[src/rtl/mash_dac_pkg.sv]
// mash_dac_pkg: shared constants, sample type and thermometer helper for the
// mash11 -> DWA unit-element DAC path.
package mash_dac_pkg;

    localparam int          DAC_BW_DFLT = 4;
    localparam int          THERM_MAX   = 256;
    localparam logic [15:0] LFSR_SEED   = 16'hACE1;
    // Fibonacci taps for x^16+x^14+x^13+x^11+1 in right-shift form
    localparam logic [15:0] LFSR_TAPS   = 16'h002D;

    typedef logic signed [DAC_BW_DFLT-1:0] mash_sample_t;

    function automatic logic [THERM_MAX-1:0] f_therm(input int unsigned k);
        logic [THERM_MAX-1:0] t;
        for (int unsigned i = 0; i < THERM_MAX; i++) t[i] = (i < k);
        return t;
    endfunction

endpackage

[src/rtl/dwa_therm_rotate.sv]
// dwa_therm_rotate: rotates a k-element thermometer word to start at ptr and
// computes the next DWA pointer (single conditional subtract modulo N_ELEM).
module dwa_therm_rotate
    import mash_dac_pkg::*;
#(
    parameter  int DAC_BW = DAC_BW_DFLT,
    localparam int N_ELEM = 2**DAC_BW - 1,
    localparam int PTR_W  = $clog2(N_ELEM)
) (
    input  logic [DAC_BW-1:0] i_k,
    input  logic [PTR_W-1:0]  i_ptr,
    input  logic              i_inc,
    output logic [N_ELEM-1:0] o_word,
    output logic [PTR_W-1:0]  o_next_ptr
);

    logic [N_ELEM-1:0] w_therm;
    logic [PTR_W:0]    w_sh;
    logic [PTR_W:0]    w_sum;

    always_comb begin
        w_therm    = N_ELEM'(f_therm(32'(i_k)));
        w_sh       = (PTR_W+1)'(N_ELEM) - {1'b0, i_ptr};
        o_word     = N_ELEM'({w_therm, w_therm} >> w_sh);
        w_sum      = {1'b0, i_ptr} + (PTR_W+1)'(i_k) + (PTR_W+1)'(i_inc);
        o_next_ptr = PTR_W'((w_sum >= (PTR_W+1)'(N_ELEM)) ? w_sum - (PTR_W+1)'(N_ELEM) : w_sum);
    end

endmodule

[src/rtl/axis_dwa_dem.sv]
// axis_dwa_dem: AXI-Stream DWA dynamic element matcher driving unit-element DAC pins.
// Optional pointer dither via DWA_LFSR_EN (16-bit Fibonacci LFSR adds lfsr[0]).
module axis_dwa_dem
    import mash_dac_pkg::*;
#(
    parameter  int DAC_BW = DAC_BW_DFLT,
    localparam int N_ELEM = 2**DAC_BW - 1,
    localparam int PTR_W  = $clog2(N_ELEM)
) (
    input  logic                     aclk,
    input  logic                     arst_n,
    input  logic signed [DAC_BW-1:0] s_axis_data_tdata,
    input  logic                     s_axis_data_tvalid,
    output logic                     s_axis_data_tready,
    output logic [N_ELEM-1:0]        m_axis_data_tdata,
    output logic                     m_axis_data_tvalid,
    input  logic                     m_axis_data_tready
);

    logic [PTR_W-1:0]  r_ptr;
    logic [N_ELEM-1:0] r_data;
    logic              r_valid;
    logic [DAC_BW-1:0] w_k;
    logic              w_in_xfer;
    logic              w_inc;
    logic [N_ELEM-1:0] w_word;
    logic [PTR_W-1:0]  w_next_ptr;

    always_comb begin
        // offset-binary count: adding 2**(DAC_BW-1) just flips the sign bit
        w_k                = {~s_axis_data_tdata[DAC_BW-1], s_axis_data_tdata[DAC_BW-2:0]};
        s_axis_data_tready = arst_n & (~r_valid | m_axis_data_tready);
        w_in_xfer          = s_axis_data_tvalid & s_axis_data_tready;
        m_axis_data_tdata  = r_data;
        m_axis_data_tvalid = r_valid;
    end

`ifdef DWA_LFSR_EN
    logic [15:0] r_lfsr;

    always_ff @(posedge aclk or negedge arst_n) begin
        if (!arst_n)
            r_lfsr <= LFSR_SEED;
        else if (w_in_xfer)
            r_lfsr <= {^(r_lfsr & LFSR_TAPS), r_lfsr[15:1]};
    end

    assign w_inc = r_lfsr[0];
`else
    assign w_inc = 1'b0;
`endif

    dwa_therm_rotate #(.DAC_BW(DAC_BW)) u_rot (
        .i_k        (w_k),
        .i_ptr      (r_ptr),
        .i_inc      (w_inc),
        .o_word     (w_word),
        .o_next_ptr (w_next_ptr)
    );

    always_ff @(posedge aclk or negedge arst_n) begin
        if (!arst_n) begin
            r_ptr   <= '0;
            r_data  <= '0;
            r_valid <= 1'b0;
        end else if (w_in_xfer) begin
            r_ptr   <= w_next_ptr;
            r_data  <= w_word;
            r_valid <= 1'b1;
        end else if (m_axis_data_tready) begin
            r_valid <= 1'b0;
        end
    end

endmodule

[config.mk]
export PLATFORM = sky130hd
export DESIGN_NAME = axis_dwa_dem
export DESIGN_NICKNAME = d
export VERILOG_FILES = /design/src/rtl/mash_dac_pkg.sv /design/src/rtl/dwa_therm_rotate.sv /design/src/rtl/axis_dwa_dem.sv
export SDC_FILE = /design/constraint.sdc
export NUM_CORES = 1
export LEC_CHECK = 0
export CAP_MARGIN = 20
export CORE_MARGIN = 4
export CORE_UTILIZATION = 56
export CTS_CLUSTER_SIZE = 25
export DETAILED_ROUTE_END_ITERATION = 8
export PLACE_DENSITY = 0.81
export SYNTH_ARGS = -nofsm -noshare
export SYNTH_HDL_FRONTEND = slang
export SYNTH_HIERARCHICAL = 1
export SYNTH_SLANG_ARGS = --single-unit
[constraint.sdc]
create_clock -name aclk -period 2.8 [get_ports aclk]
set_input_delay 0.42 -clock aclk [delete_from_list [all_inputs] [get_ports aclk]]
set_output_delay 0.42 -clock aclk [all_outputs]
set_load 0.005 [all_outputs]
* Word level (Yosys, flattened, before mapping) *
Index checks and enable logic that the tools add are counted.

word-level totals
  register bits after elaboration = 20
  word-level logic and storage cells = 32

operators by class
  $add $sub $neg = 3
  $lt $le $gt $ge = 16
  shifts and indexed selects = 1
  muxes and demuxes = 3
  bitwise logic cells = 5
  reduce and logical (&&, ||, !) cells = 1

operator list
  kind                                                                                 count
  30-bit by 5-bit >> shifter with 15-bit output                                        1
  4-bit less-than comparator, first input constant                                     7
  3-bit by 4-bit less-than comparator with 1-bit output, first input constant          4
  1-bit by 4-bit less-than comparator with 1-bit output, first input constant          2
  2-bit by 4-bit less-than comparator with 1-bit output, first input constant          2
  4-bit by 4-bit adder with 5-bit output                                               1
  5-bit by 4-bit greater-or-equal comparator with 1-bit output, second input constant  1
  4-bit by 4-bit subtractor with 5-bit output, first input constant                    1
  4-bit 2-to-1 mux                                                                     1
  4-bit subtractor, second input constant                                              1
  1-bit bitwise AND                                                                    2
  1-bit 2-to-1 mux                                                                     2
  1-bit NOT                                                                            2
  2-bit nonzero test                                                                   1
  1-bit bitwise OR                                                                     1

* Depth between registers and ports, before layout *
  depth in word-level cells = 5
  gate-level depth with buffers = 10

* Hierarchy *
Netlist, hierarchy kept.

modules (own cells, without submodules)
  module            times used  cells each  area each (um^2)
  dwa_therm_rotate  1           158         1099.8
  axis_dwa_dem      1           48          833.3

* Worst setup path after synthesis *
No wires, ideal clock.

  path type = input port to flip-flop
  start point = input port s_axis_data_tdata[0]
  end point = register r_ptr[1]
  data arrival time = 2.507 ns
  data required time = 2.675 ns
  setup slack = 0.168 ns
  stages on the path = 9
  cell sequence = fa_1 > inv_1 > fa_1 > inv_1 > ha_1 > o21ai_1 > o311ai_4 > mux2_1 > mux2_2

between the ends
  cells in the longest elaborated chain, start to end = 3
  elaborated cells between the ends (all ways) = 4
  those cells by class = add/sub: 2; order compare: 1; mux: 1

RTL lines
  item                                                                                                     RTL line                source
  from (decl)                                                                                              axis_dwa_dem.sv:12      input logic signed [DAC_BW-1:0] s_axis_data_tdata,
  4-bit by 4-bit adder with 5-bit output (*)                                                               dwa_therm_rotate.sv:25  w_sum = {1'b0, i_ptr} + (PTR_W+1)'(i_k) + (PTR_W+1)'(i_inc);
  4-bit subtractor / 5-bit by 4-bit greater-or-equal comparator with 1-bit output (equally long branches)  dwa_therm_rotate.sv:26  o_next_ptr = PTR_W'((w_sum >= (PTR_W+1)'(N_ELEM)) ? w_sum - (PTR_W+1)'(N_ELEM) : w_sum);
  4-bit 2-to-1 mux (*)                                                                                     dwa_therm_rotate.sv:26
  net w_next_ptr[1]                                                                                        axis_dwa_dem.sv:27      logic [PTR_W-1:0] w_next_ptr;
  to (signal assigned)                                                                                     axis_dwa_dem.sv:67      r_ptr <= w_next_ptr;
  to (decl)                                                                                                axis_dwa_dem.sv:20      logic [PTR_W-1:0] r_ptr;

The timed path passes the listed nets; every way through them passes the cells marked *.
A chain may end at the register's enable or synchronous reset.

* Worst setup path after layout *
  start point = register r_ptr[0]
  end point = register r_ptr[1]

between the ends
  cells in the longest elaborated chain, start to end = 3
  elaborated cells between the ends (all ways) = 4
  those cells by class = add/sub: 2; order compare: 1; mux: 1

RTL lines
  item                                                                                                     RTL line
  4-bit by 4-bit adder with 5-bit output (*)                                                               dwa_therm_rotate.sv:25
  4-bit subtractor / 5-bit by 4-bit greater-or-equal comparator with 1-bit output (equally long branches)  dwa_therm_rotate.sv:26
  4-bit 2-to-1 mux (*)                                                                                     dwa_therm_rotate.sv:26
  net w_next_ptr[1]                                                                                        axis_dwa_dem.sv:27

Marked as above.

==> summary.md <==
| Metric | Value |
|---|---|
| Top-level port count | 25 |
| Pwr Density | 1140 nW/um^2 |
| Clock Latency Late Sink | 0.31 ns |
| Postcts setup bufs | 0 |
| Ys Warns | 6 |
| Cell count after synthesis | slightly above 200 |
| Top cell family by delay on the critical path | adder cells |
| DRC viols | 0 |
| Worst hold slack | 0.328 ns |
| Core Util, Final | about two thirds |
| Min-delay worst type | primary input to async pin |
| Final setup viols | 0 |
| Clock skew | just under 0.009 ns |
| P&R area growth vs syn | 17.6% |
| Initial Util | 57.9% |
| Status | finished, final reports clean |
| Max incr delay on CP | 0.43 ns |
| Mapped Area | slightly below 2000 sq um |
| Startpoint types | flip-flop |
| Dpl hpwl | approximately 3.3 mm |
| Final ANT Viol Nets | 0 |
| Tightest Pin Transition | 0.698 ns |
| Slowest CP cell | dfrtp_1 |
| Sequential-to-total area share from yosys stat | 25.9% |
| Antenna violations before repair | 0 |
| Achievable Freq | 377 MHz |
| Min Clock Period, post-route | approximately 2.7 ns |
| # hold bufs at CTS | 0 |
| # Max-Cap Violations | 0 |
| Clock sink count | 20 |
| Die width | 66.8 microns |
| Via count | 1716 |
| First-pass DRT Iterations | 4 |
| WL/cell | 16.5 microns |
| WP data required | 3.02 ns |
| Drt total wl | 4.58 mm |
| Die span in y | 66.8 microns |
| Port bufs | 24 |
| H-tree depth | 1 |
| Post-synthesis register bit count | 20 |
| Share of layout cells above drive strength 1 | between 20% and 30% |
| Ys async rst share | 100% |
| Worst-path clk slew | 0.13 ns |
| CTS tree | done |
| Total Routing Usage GR | a little under a quarter |
| Distinct cells, synth | 67 |
| Initial drt markers | ~150 |
| Number of global-route vias before repair | ~1600 |
| CTS Root Cell | clkbuf_4 |
| CTS Buf Count | 3 |
| Core footprint | roughly 3300 sq um |
| GP Congestion | 0.948 |
| Critical path capture point type | flip-flop |
| Pin count of the biggest net entering global routing | 24 |
| Final Hold Viols | 0 |
| Crit-path max FO | 2 |
| Num rows | 21 |
| Synthesized netlist net count | 220 |
| Worst R2R Start | r_ptr[0] |
| Global-route wire length before repair | 7.85 mm |
| Arrival time worst endpoint | about 2.9 ns |
| Most common cell on crit path | inv_1 |
| Synth Area per Inst | 9.38 sq um |
| VDD IR max | 0.716 mV |
| Bufs on Longest Clock Path | 2 |
| Origin of the worst setup path | r_ptr[0] |
| Critical path type | flip-flop to flip-flop |
| Die area | 4460 sq um |
| Fin nets | 246 |
| Worst slew margin | a little over half |
| Critical path, cell by cell | fa_2 -> inv_1 -> fa_1 -> inv_1 -> ha_2 -> o21ai_2 -> o311ai_4 -> mux2_1 -> mux2_2 |
| Top FF cell, synth | dfrtp_1 |
| Ant. Diodes | 0 |
| Average via count per standard cell | 6.19 |
| Final period util | between 90% and 100% |
| Unrepaired setup endpoints after global routing | false |
| Leak | 0.932 nW |
| GR Overflow Total | 0 |
| Buf/Inv on CP | 2 |
| Post-synth EDFFs | 0 |
| Final-report max-slew violation count | 0 |
-- worst paths after layout --
check                                       end  slack [ns]  depth (start not counted)
max                                    r_ptr[1]        0.14                          9
min                          m_axis_data_tvalid        0.33                          1
max reg2reg                            r_ptr[1]        0.14                          9
min reg2reg                m_axis_data_tdata[0]        0.52                          1
max in group asynchronous  m_axis_data_tdata[4]        1.94                          2
min in group aclk          m_axis_data_tdata[0]        0.52                          1
-- where the power goes --
group / total (mW) / switching [mW] / leakage, nW / internal (mW)
registers: 0.512 / 0.0823 / 0.237 / 0.430
clock network: 0.244 / 0.0996 / 0.0279 / 0.145
logic: 1.84 / 0.909 / 0.668 / 0.934
total: 2.60 / 1.09 / 0.932 / 1.51
-- cell type report --
type	instances	area, sq um
well taps	46	57.6
inverters	13	48.8
repair buffers	38	344
fillers	273	1060
clock buffers	3	22.5
flip-flops and latches	20	500
multi-input cells	156	1270
clock inverters	1	30.0
-- cell usage in the layout, fill, tap and decap left out, types with 3 or more instances in the layout --
cell             instances
ha_1                     3
o22ai_1                  7
mux2_2                   9
clkbuf_4                 3
nand3_1                  7
nor2_1                   8
dfrtp_1                 20
o211ai_1                 4
o21ai_0                  7
inv_1                   10
a21oi_1                 11
clkdlybuf4s50_1         23
nand2_1                 10
mux2_4                  10
buf_4                   14
o21ai_1                 11
nand4_1                  3
o21ai_2                  3
nor2b_1                  5
-- synth_stat cells, drive strengths merged, types with 4 or more instances --
cell	instances	area share [%]
a21oi	13	3.8
buf	13	5.6
clkbuf	4	0.78
dfrtp	20	26
ha	4	2.6
inv	11	2.1
mux2	21	14
nand2	11	2.5
nand3	7	1.8
nor2	10	2.2
nor2b	6	2.3
o211ai	4	1.6
o21ai	21	5.8
o22ai	8	2.9
-- sequential cells by signal (all words and copies together), names as in the netlist --
name                count
m_axis_data_tdata      15
m_axis_data_tvalid      1
r_ptr                   4
-- cells by family after synthesis --
family	share of synthesized area, %
AO/OA/AOI/OAI	30.0
XOR/XNOR	1.29
adder cells (fa/ha/maj)	5.18
buffers and inverters	8.87
flip-flops	25.9
multiplexers	15.2
other	0.194
AND/OR/NAND/NOR	13.4
-- through the flow --
step                power [mW]  area, sq um  TNS, ns  worst slack (ns)  std cells
floorplan                 1.76         1930        0             0.168        206
CTS                       2.59         2270        0            0.0984        277
finish                    2.60         2270        0             0.144        277
global route              2.81         2270        0            0.0310        277
detailed placement        2.32         2210   -0.840            -0.454        273
global placement          2.26         2210   -0.447            -0.293        273
-- layer usage --
layer	global-route usage, %	vias up	part of all wire, %
met1	30.3	801	44
met5	0	-	0
li1	-	823	-
met3	5.23	9	7.8
met2	36.1	83	47
met4	8.38	0	1.7
-- timing repair --
action,4_1_cts,5_1_grt
pin swaps,1,1
resized for setup,4,0
cloned,0,0
setup endpoints to repair,1,1
No activity file was read; power rests on OpenSTA's default activity.
